===== src/rtl/occ_rom_arbiter_pkg.sv =====
// Shared definitions for the rom_Occ arbiter: FSM state codes, base-select
// codes and the byte-lane layout of an Occ word.
package occ_rom_arbiter_pkg;

  typedef enum logic [1:0] {
    OCC_IDLE = 2'd0,
    OCC_READ = 2'd1,
    OCC_WAIT = 2'd2,
    OCC_CAPT = 2'd3
  } occ_state_t;

  localparam logic [1:0] BASE_A = 2'd0;
  localparam logic [1:0] BASE_C = 2'd1;
  localparam logic [1:0] BASE_G = 2'd2;
  localparam logic [1:0] BASE_T = 2'd3;

  localparam int CNT_W      = 8;
  localparam int LANE_A_LSB = 0;
  localparam int LANE_C_LSB = 8;
  localparam int LANE_G_LSB = 16;
  localparam int LANE_T_LSB = 24;

  // Pick the 8-bit count for one base out of a packed Occ word.
  function automatic logic [CNT_W-1:0] occ_lane(input logic [31:0] word,
                                                input logic [1:0]  sel);
    logic [CNT_W-1:0] cnt;
    case (sel)
      BASE_A:  cnt = word[LANE_A_LSB +: CNT_W];
      BASE_C:  cnt = word[LANE_C_LSB +: CNT_W];
      BASE_G:  cnt = word[LANE_G_LSB +: CNT_W];
      BASE_T:  cnt = word[LANE_T_LSB +: CNT_W];
      default: cnt = '0;
    endcase
    return cnt;
  endfunction

endpackage


===== src/rtl/occ_rom_arbiter_arb2.sv =====
// Combinational two-way round-robin picker: when both ports request, the
// port named by rr_ptr wins; otherwise the single requester wins.
module occ_rr_arb2 (
  input  logic i_req0,
  input  logic i_req1,
  input  logic i_rr_ptr,
  output logic o_gnt_id,
  output logic o_any
);

  always_comb begin
    o_any    = i_req0 | i_req1;
    o_gnt_id = 1'b0;
    if (i_req0 && i_req1) begin
      o_gnt_id = i_rr_ptr;
    end else begin
      o_gnt_id = i_req1;
    end
  end

endmodule


===== src/rtl/occ_rom_arbiter.sv =====
// Shares the single rom_Occ read port between the l-count and k-1 count
// fetch stages; one outstanding read, round-robin, fixed ROM latency.
module occ_rom_arbiter
  import occ_rom_arbiter_pkg::*;
#(
  parameter int ROM_LAT = 1,
  parameter int AW      = 8,
  parameter int DW      = 32
) (
  input  logic          clk,
  input  logic          rst_n,
  input  logic          req0,
  input  logic [AW-1:0] addr0,
  input  logic [1:0]    sel0,
  output logic          gnt0,
  output logic          rvalid0,
  input  logic          req1,
  input  logic [AW-1:0] addr1,
  input  logic [1:0]    sel1,
  output logic          gnt1,
  output logic          rvalid1,
  output logic [DW-1:0] rdata,
  output logic [7:0]    rcount,
  output logic          busy,
  output logic          ce_rom,
  output logic [AW-1:0] addr_rom,
  input  logic [DW-1:0] data_rom
);

  localparam logic [2:0] LAT_INIT = 3'(ROM_LAT - 1);

  occ_state_t    r_state, w_state;
  logic          r_rr_ptr, w_rr_ptr;
  logic [2:0]    r_lat_cnt, w_lat_cnt;
  logic          r_owner, w_owner;
  logic [1:0]    r_sel, w_sel;
  logic          r_gnt0, w_gnt0;
  logic          r_gnt1, w_gnt1;
  logic          r_rvalid0, w_rvalid0;
  logic          r_rvalid1, w_rvalid1;
  logic [DW-1:0] r_rdata, w_rdata;
  logic [7:0]    r_rcount, w_rcount;
  logic          r_busy, w_busy;
  logic          r_ce, w_ce;
  logic [AW-1:0] r_addr_rom, w_addr_rom;
  logic          w_capture;
  logic          w_gnt_id;
  logic          w_any;

  occ_rr_arb2 u_arb (
    .i_req0   (req0),
    .i_req1   (req1),
    .i_rr_ptr (r_rr_ptr),
    .o_gnt_id (w_gnt_id),
    .o_any    (w_any)
  );

  // Next-state and next-output logic; every output is a register loaded here.
  always_comb begin
    w_state    = r_state;
    w_rr_ptr   = r_rr_ptr;
    w_lat_cnt  = r_lat_cnt;
    w_owner    = r_owner;
    w_sel      = r_sel;
    w_gnt0     = 1'b0;
    w_gnt1     = 1'b0;
    w_rvalid0  = 1'b0;
    w_rvalid1  = 1'b0;
    w_rdata    = r_rdata;
    w_rcount   = r_rcount;
    w_ce       = r_ce;
    w_addr_rom = r_addr_rom;
    w_capture  = 1'b0;

    case (r_state)
      OCC_IDLE: begin
        if (w_any) begin
          w_owner    = w_gnt_id;
          w_sel      = w_gnt_id ? sel1 : sel0;
          w_addr_rom = w_gnt_id ? addr1 : addr0;
          w_gnt0     = ~w_gnt_id;
          w_gnt1     = w_gnt_id;
          w_rr_ptr   = ~w_gnt_id;
          w_ce       = 1'b1;
          w_lat_cnt  = LAT_INIT;
          w_state    = OCC_READ;
        end
      end
      OCC_READ: begin
        if (ROM_LAT == 1) begin
          w_capture = 1'b1;
        end else begin
          w_state = OCC_WAIT;
        end
      end
      OCC_WAIT: begin
        if (r_lat_cnt <= 3'd1) begin
          w_capture = 1'b1;
        end else begin
          w_lat_cnt = r_lat_cnt - 3'd1;
        end
      end
      OCC_CAPT: begin
        w_state = OCC_IDLE;
      end
      default: begin
        w_state = OCC_IDLE;
      end
    endcase

    // Data is sampled on the last cycle the ROM sees ce, so it is visible during CAPT.
    if (w_capture) begin
      w_rdata    = data_rom;
      w_rcount   = occ_lane(32'(data_rom), r_sel);
      w_ce       = 1'b0;
      w_addr_rom = '0;
      w_rvalid0  = ~r_owner;
      w_rvalid1  = r_owner;
      w_state    = OCC_CAPT;
    end

    w_busy = (w_state != OCC_IDLE);
  end

  always_ff @(posedge clk) begin
    if (!rst_n) begin
      r_state    <= OCC_IDLE;
      r_rr_ptr   <= 1'b0;
      r_lat_cnt  <= '0;
      r_owner    <= 1'b0;
      r_sel      <= '0;
      r_gnt0     <= 1'b0;
      r_gnt1     <= 1'b0;
      r_rvalid0  <= 1'b0;
      r_rvalid1  <= 1'b0;
      r_rdata    <= '0;
      r_rcount   <= '0;
      r_busy     <= 1'b0;
      r_ce       <= 1'b0;
      r_addr_rom <= '0;
    end else begin
      r_state    <= w_state;
      r_rr_ptr   <= w_rr_ptr;
      r_lat_cnt  <= w_lat_cnt;
      r_owner    <= w_owner;
      r_sel      <= w_sel;
      r_gnt0     <= w_gnt0;
      r_gnt1     <= w_gnt1;
      r_rvalid0  <= w_rvalid0;
      r_rvalid1  <= w_rvalid1;
      r_rdata    <= w_rdata;
      r_rcount   <= w_rcount;
      r_busy     <= w_busy;
      r_ce       <= w_ce;
      r_addr_rom <= w_addr_rom;
    end
  end

  assign gnt0     = r_gnt0;
  assign gnt1     = r_gnt1;
  assign rvalid0  = r_rvalid0;
  assign rvalid1  = r_rvalid1;
  assign rdata    = r_rdata;
  assign rcount   = r_rcount;
  assign busy     = r_busy;
  assign ce_rom   = r_ce;
  assign addr_rom = r_addr_rom;

endmodule


===== config.mk =====
export PLATFORM = sky130hd
export DESIGN_NAME = occ_rom_arbiter
export DESIGN_NICKNAME = d
export VERILOG_FILES = /design/src/rtl/occ_rom_arbiter_pkg.sv /design/src/rtl/occ_rom_arbiter_arb2.sv /design/src/rtl/occ_rom_arbiter.sv
export SDC_FILE = /design/constraint.sdc
export NUM_CORES = 1
export LEC_CHECK = 0
export ABC_CLOCK_PERIOD_IN_PS = 4400
export CAP_MARGIN = 10
export CELL_PAD_IN_SITES_DETAIL_PLACEMENT = 1
export CELL_PAD_IN_SITES_GLOBAL_PLACEMENT = 2
export CORE_UTILIZATION = 26
export CTS_CLUSTER_DIAMETER = 60
export DETAILED_ROUTE_END_ITERATION = 10
export HOLD_SLACK_MARGIN = 0.05
export PLACE_DENSITY = 0.91
export SYNTH_ARGS = -nofsm -noshare
export SYNTH_HDL_FRONTEND = slang
export SYNTH_SLANG_ARGS = --single-unit

===== constraint.sdc =====
create_clock -name clk -period 4.4 [get_ports clk]
set_input_delay 0.44 -clock clk [delete_from_list [all_inputs] [get_ports clk]]
set_output_delay 0.44 -clock clk [all_outputs]
set_load 0.01 [all_outputs]

Word level (Yosys, flattened, before mapping)
Cells that the tools add are included.

Magnitude comparators: 1. Eq/ne operators: 8. Add/sub/neg operators: 1. Reduce and logical (&&, ||, !) cells: 10. Mux-type cells: 12. Bitwise gates (word level): 4.

Operator list (number): one-hot mux 8 bit (4 select lines) (1); equality test 2 bit, second input constant (4); 2-to-1 mux 8 bit (1); 2-to-1 mux 2 bit (3); 2-to-1 mux 3 bit (2); one-hot mux 3 bit (2 select lines) (1); AND reduction 3 bit (2); equality test 2 x 1 -> 1 bit, second input constant (2); logical NOT 2 bit (2); one-hot mux 2 bit (2 select lines) (1); AND reduction 2 bit (2); nonzero test 2 bit (2); <= comparator 3 x 1 -> 1 bit, second input constant (1); NOT 1 bit (3); subtractor 3 x 1 -> 3 bit, second input constant (1); 2-to-1 mux 1 bit (2); inequality test 2 x 1 -> 1 bit, second input constant (1); inequality test 2 bit, second input constant (1); one-hot mux 1 bit (2 select lines) (1); OR reduction 2 bit (1); logical AND 1 bit (1); bitwise OR 1 bit (1).

Bits in registers: 63. Output and inout bits: 54. Input port bits: 56.

Depth between registers and ports, before layout
Gate-level depths: netlist of the first run.

Word-level depth: 5. Mapped depth: 7.

By module
A second synthesis of the first run with hierarchy kept.

Cells, all modules: 209. Area total of the unflattened synthesis: 2402.3 um^2.

Modules (own cells, without submodules): occ_rom_arbiter (cells each 206, sequential area each 1261.2 um^2, times used 1, area each 2384.8 um^2); occ_rr_arb2 (cells each 3, sequential area each 0.0 um^2, times used 1, area each 17.5 um^2).

Worst setup path before layout of the first run
No wires, ideal clock.

Path type: register to register. Start: register r_state[0]. End: register r_rcount[1] (netlist: rcount[1]). Setup slack: 2783 ps. Path buffers: 1. Cell stages (with the launch flop): 7. Arrival: 1500 ps. Setup time: 117 ps. Clock period less this slack: 1617 ps. Path through: dfxtp_1 -> inv_1 -> ha_1 -> or3b_1 -> a21o_1 -> buf_6 -> a22o_1.

Longest elaborated chain between the ends: 2. Elaborated cells on any way between the ends: 3. Those cells by class: 2 x eq/ne; 1 x mux.

Ends and longest elaborated chain: start, declared (RTL line occ_rom_arbiter.sv:32) `occ_state_t r_state, w_state;`; start signal, assigned (RTL line occ_rom_arbiter.sv:142) `r_state <= w_state;`; equality test 2 bit / equality test 2 x 1 -> 1 bit (equally long branches) (RTL line occ_rom_arbiter.sv:75) `case (r_state)`; one-hot mux 1 bit (2 select lines) (*) (RTL line occ_rom_arbiter.sv:75); end signal, assigned (RTL line occ_rom_arbiter.sv:152) `r_rcount <= w_rcount;`; end, declared (RTL line occ_rom_arbiter.sv:42) `logic [7:0] r_rcount, w_rcount;`.

Mark *: on every way between the ends. The rest lies on a longest branch, timed or not. A chain may end at the register's enable or synchronous reset.

Final worst setup path of the first run
Start: register r_state[0]. End: register r_rdata[27] (netlist: rdata[27]).

Longest elaborated chain between the ends: 2. Elaborated cells on any way between the ends: 3. Those cells by class: 2 x eq/ne; 1 x mux.

Ends and longest elaborated chain: equality test 2 bit / equality test 2 x 1 -> 1 bit (equally long branches) (RTL line occ_rom_arbiter.sv:75); one-hot mux 1 bit (2 select lines) (*) (RTL line occ_rom_arbiter.sv:75); end signal, assigned (RTL line occ_rom_arbiter.sv:151) `r_rdata <= w_rdata;`; end, declared (RTL line occ_rom_arbiter.sv:41) `logic [DW-1:0] r_rdata, w_rdata;`.

Marks and branches as above.

==> flow_summary.json, run 1 <==
{
  "status": "finished, violations left",
  "violations": "design-rule violations",
  "hold_path_class": "reg -> reg",
  "netlist_instances": 210,
  "drive_gt1_share_pct": 8.75,
  "synth_top_family_by_area": "compound AO/OA/AOI/OAI gates",
  "cts_setup_buffers": 0,
  "timing.rr.end": "rdata[27]",
  "fin_tns_setup_ps": 0,
  "yosys.area_share.simple_pct": 7.48,
  "slew_headroom_pct": 28.4,
  "grt_max_degree": 41,
  "syn2layout_area_growth_pct": 56.4,
  "grt_setup_unrepaired": "false",
  "synth_top_area_cell": "dfxtp_1",
  "peakVddDrop_uv": 247,
  "avgViaCountPerCell": 4.89,
  "critPathCapture": "rdata[27]",
  "p_leak_uw": 0.00140,
  "async_reset_ff_share_pct": 0,
  "worstSetupStartpoint": "r_state[0]",
  "yosysUniqueCellTypes": 33,
  "ys.flop_type": "dfxtp_1",
  "timing.rr.start": "r_state[0]",
  "start_util_pct": 27.2,
  "clock.fmax_mhz": 487,
  "grt_use_total_pct": 14.7,
  "start_kind": "register",
  "worst_ep_arrival_time_ps": 2330,
  "place_congestion": 0.694,
  "worst_setup_path_end_kind": "register",
  "drc": 1,
  "clk_latency_ps": 330,
  "setup_violations": 0,
  "clkSinkCount": 63,
  "skew_ps": 9.86,
  "min_period_ps": 2050,
  "die_x_um": 98.3,
  "cts_resized": 0,
  "cts-htree-levels": 3,
  "tightest_slew_ps": 1070,
  "core_area_um2": 8850,
  "cts_inserted_buffers": 9,
  "synthesis.area_um2": 2410,
  "drt_wl_total_um": 6870,
  "finish.utilization_pct": 42.6,
  "io_pins": 110,
  "io_buffers": 109,
  "synth-compound-area-share_pct": 25.6,
  "ys_warn_count": 0,
  "grt_pass1_vias": 2158,
  "cts_root_buf": "clkbuf_8",
  "grt_pass1_wl_um": 11000,
  "p_per_area_nw_per_um2": 652,
  "drt-initial-drc-count": 66,
  "die_area_um2": 9650,
  "drv.max_cap_violation_count": 0,
  "vias": 2091,
  "dpl.cell_count": 413,
  "drv_slew": 0,
  "cts_tree": "done",
  "num_antenna_cells": 0,
  "ys_seq_elements": 63,
  "die_h_um": 98.3,
  "finalHoldViolations": 0,
  "synthXorXnorAreaFrac_pct": 0,
  "ctsHoldBuffers": 0,
  "synth_area_leaders": "dfxtp_1, a22o_1, mux4_2",
  "clkSlewWorstSetupHoldPaths_ps": 70,
  "r2r_setup_slack_ps": 2350,
  "cp.required_ps": 4670,
  "fin_nets": 376,
  "routedWlPerCell_um": 16.0,
  "synth-seq-area-share_pct": 52.4,
  "drtPass1Iterations": 9,
  "antenna_found_initial": 0,
  "synth-edff-count": 0,
  "syn_area_per_cell_um2": 11.5,
  "layout.cells.non_filler": 428,
  "grt_overflow": 0,
  "r2r_cells": 6,
  "path_max_fanout": 35,
  "muxShareOfSynthArea_pct": 7.95,
  "rows": 34,
  "post-dp-hpwl_um": 5070,
  "period_share_pct": 46.7,
  "synth.top_cell.area_share_pct": 52.4,
  "ant_nets": 0,
  "clockBufferDepth": 2,
  "syn-num-nets": 270,
  "path_class": "reg -> reg",
  "synthAdderAreaFrac_pct": 2.08
}
## placed cells by master (no fill, tap or decap), types with 3 or more instances in the layout
master	n
clkdlybuf4s50_1	109
dfxtp_1	63
a22o_1	40
a21oi_1	15
nand3_1	10
a32oi_1	10
clkbuf_8	10
inv_1	8
mux4_2	8
and2_1	4
nor2b_1	4
ha_1	4
o21ai_0	3
nor2_1	3
## worst min-delay path by stage
stage | from | end | slack, ps | depth (start not counted)
floorplan | r_owner | rvalid0 | 410 | 1
global placement | ce_rom | ce_rom | 430 | 2
finish | ce_rom | ce_rom | 440 | 2
global route | ce_rom | ce_rom | 470 | 2
detailed placement | ce_rom | ce_rom | 440 | 2
CTS | ce_rom | ce_rom | 450 | 2
## per-layer routing
metal | routed length, µm | part of all wire [%] | global-route usage, %
met1 | 3110 | 45 | 18.3
met2 | 3330 | 48 | 24.3
met3 | 312 | 4.5 | 3.01
met4 | 118 | 1.7 | 6.77
met5 | 0 | 0 | 0
## metrics by stage
step | area, µm² | worst slack [ps] | hold slack [ps] | total power [µW]
2_1_floorplan | 2410 | 2780 | 407 | 1470
3_3_place_gp | 3570 | 2100 | 433 | 1970
3_5_place_dp | 3570 | 2070 | 437 | 1990
4_1_cts | 3770 | 2310 | 448 | 2500
5_1_grt | 3770 | 2150 | 468 | 2630
6_report | 3770 | 2350 | 445 | 2450
## logic make-up (layout without fill, tap and decap cells)
family / count (synthesis) / in the layout
flip-flops: 63 / 63
AO/OA/AOI/OAI: 79 / 79
buffers and inverters: 24 / 134
multiplexers: 9 / 9
AND/OR/NAND/NOR: 31 / 31
adder cells (fa/ha/maj): 4 / 4
## report_power, final
group / total, µW / leakage (µW) / internal, µW / switching, µW
registers: 913 / 0.000515 / 778 / 135
logic: 1050 / 0.000795 / 579 / 472
clock network: 491 / 0.0000944 / 274 / 217
total: 2450 / 0.00140 / 1630 / 824
## layout make-up
cell class / count / area [µm²]
timing repair buffer: 111 / 1110
fill: 988 / 5080
sequential: 63 / 1260
inverter: 8 / 30.0
clock inverter: 5 / 58.8
clock buffer: 10 / 138
tap: 108 / 135
multi-input combinational: 123 / 1040
## critical path: stages (launching register included)
cell and delay (ps):
dfxtp_1 330, inv_1 80, ha_1 240, nor3b_2 360
o21a_1 350, buf_4 410, a22o_1 220
## cell usage after synthesis (2+ instances only)
cell type  number
mux4_2          8
clkbuf_1        5
nand2_1         2
nor2_1          3
and3_1          2
nand3_1        10
and2_1          4
o31ai_1         2
a32oi_1        10
inv_1           8
buf_2           9
nor2b_1         4
a22o_1         40
a21oi_1        15
dfxtp_1        63
a21o_1          2
o21ai_0         3
ha_1            4
nand2b_1        2
## state kept, by name, summed over array words and instances (netlist names), 2 cells and up
signal	flops
r_sel	2
rdata	32
rcount	8
addr_rom	8
r_lat_cnt	3
r_state	2
Note: power is estimated with default switching activity, not from simulation.
==> inputs of run 2 (changes only) <==
Settings changed: ABC_CLOCK_PERIOD_IN_PS 4400 to 1900, CORE_UTILIZATION 26 to 24, PLACE_DENSITY 0.91 to 0.86.
Clock period 4.4 ns to 1.9 ns, I/O delays scaled along.
==> run 2 against run 1 <==
  * Global-route usage down 0.16 points
  * Total power increased by 150%
  * Register-to-register slack lost 2200 ps
  * Die area grew 8.2%
  * Non-clock buffer count grew 6
  * Wire length rose by 6.8%
  * The run now ends clean
  * Sequential power up 130%
  * Sequential cell count unchanged
  * Largest cell class unchanged
  * Via count grew 2.3%
  * Combinational power increased by 150%
  * Final cell count grew 7.5%
  * Largest power group unchanged
  * Count of clock-buffer cells in the layout is the same
==> flow_summary.json, run 2 (same netlist as run 1, synthesis figures left out) <==
{
  "status": "completed",
  "clk_latency_ps": 340,
  "cts_setup_buffers": 0,
  "skew_ps": 13.6,
  "slew_headroom_pct": 68.7,
  "largest_reg_flops": 32,
  "fin_nets": 382,
  "drv_slew": 0,
  "start_kind": "register",
  "clockBufferDepth": 2,
  "drt_wl_total_um": 7330,
  "grt_setup_unrepaired": "false",
  "cts_root_buf": "clkbuf_8",
  "antenna_found_initial": 0,
  "timing.rr.start": "r_state[0]",
  "post-dp-hpwl_um": 5360,
  "vias": 2140,
  "clkSinkCount": 63,
  "grt_max_degree": 41,
  "clock.fmax_mhz": 564,
  "drive_gt1_share_pct": 11.0,
  "min_period_ps": 1770,
  "rows": 36,
  "setup_ws_ps": 128,
  "period_share_pct": 93.3,
  "route.met2.wl_um": 3640,
  "tightest_slew_ps": 470,
  "cp.required_ps": 2130,
  "final_common_cell": "clkdlybuf4s50_1",
  "drt-initial-drc-count": 79,
  "grt_overflow": 0,
  "mostFrequentLayoutCells": "clkdlybuf4s50_1, dfxtp_1, a22o_1, a21oi_1",
  "finalHoldViolations": 0,
  "worst_setup_path_end_kind": "register",
  "avgViaCountPerCell": 4.65,
  "place_ws_ps": 107,
  "io_buffers": 109,
  "path_class": "reg -> reg",
  "drv.max_cap_violation_count": 0,
  "peakVddDrop_uv": 540,
  "wl_met3_um": 316,
  "drc": 0,
  "grt_pass1_wl_um": 11500,
  "die_x_um": 102,
  "routedWlPerCell_um": 15.9,
  "ant_nets": 0,
  "p_per_area_nw_per_um2": 1540,
  "die_h_um": 102,
  "io_pins": 110,
  "clkSlewWorstSetupHoldPaths_ps": 70,
  "cts_inserted_buffers": 9,
  "start_util_pct": 24.8,
  "finish.utilization_pct": 40.3,
  "worst_ep_arrival_time_ps": 2000,
  "worstSetupStartpoint": "r_state[0]",
  "cts-htree-levels": 3,
  "setup_violations": 0,
  "wl_met1_um": 3320,
  "die_area_um2": 10400,
  "core_area_um2": 9730,
  "fin_tns_setup_ps": 0,
  "grt_pass1_vias": 2223,
  "grt_use_total_pct": 14.5,
  "place_congestion": 0.723,
  "p_leak_uw": 0.00146,
  "cts_tree": "done",
  "num_antenna_cells": 0,
  "drtPass1Iterations": 4,
  "hp-start": "addr1[0]",
  "path_max_fanout": 40,
  "highest_layer": "met4",
  "hold_path_class": "in -> reg",
  "syn2layout_area_growth_pct": 62.6
}
==> run 2: cell types whose count changed in the layout (fill, tap and decap cells not counted) <==
cell	previous run	this run
buf_4	2	5
bufinv_16	1	2
ha_2	0	1
buf_12	0	3
ha_1	4	3
inv_6	0	1
clkinv_2	1	0
==> run 2: critical path, stage by stage, from the launching register on <==
cell and delay (ps):
dfxtp_1 330, inv_1 90, ha_2 220, or3b_1 390
a21o_1 200, buf_12 180, a22o_1 240
==> run 2: final cells by class <==
type	instances	area, µm²
timing repair buffer	117	1190
fill	1091	5810
multi-input combinational	123	1040
clock buffer	10	138
tap	133	166
inverter	8	30.0
clock inverter	6	92.6
sequential	63	1260
==> run 2: power breakdown <==
group	switching, µW	internal, µW
Combinational	1170	1440
Clock	551	781
Sequential	285	1800
==> run 2: final timing paths <==
check             slack, ps  depth (start not counted)          end
hold / removal          410                          3  addr_rom[0]
setup / recovery        130                          6    rcount[2]
hold reg to reg         460                          2       ce_rom
setup reg to reg        130                          6    rcount[2]
==> run 2: metrics by stage <==
| step | total power (µW) | hold WS [ps] | instance area [µm²] | std cells |
|---|---|---|---|---|
| detailed placement | 4730 | 448 | 3680 | 444 |
| floorplan | 3410 | 300 | 2410 | 210 |
| finish | 6030 | 414 | 3920 | 460 |
| global placement | 4680 | 444 | 3680 | 444 |
| CTS | 6100 | 395 | 3920 | 460 |
| global route | 6410 | 404 | 3920 | 460 |
==> run 2: layer usage <==
layer / global-route usage [%] / up-vias
li1: - / 1040
met3: 4.58 / 5
met1: 18.2 / 1039
met4: 3.63 / 0
met2: 24.1 / 56
met5: 0 / -
==> run 2: repair_timing <==
action / CTS / global route
setup endpoints to repair: 0 / 1
gates resized for setup: 0 / 1
hold buffers: 0 / 0
==> inputs of run 3 (changes only) <==
Settings changed: CAP_MARGIN 10 to 20.
==> results of run 3 <==
No change in the layout: final DEF, timing and power equal those of run 2.
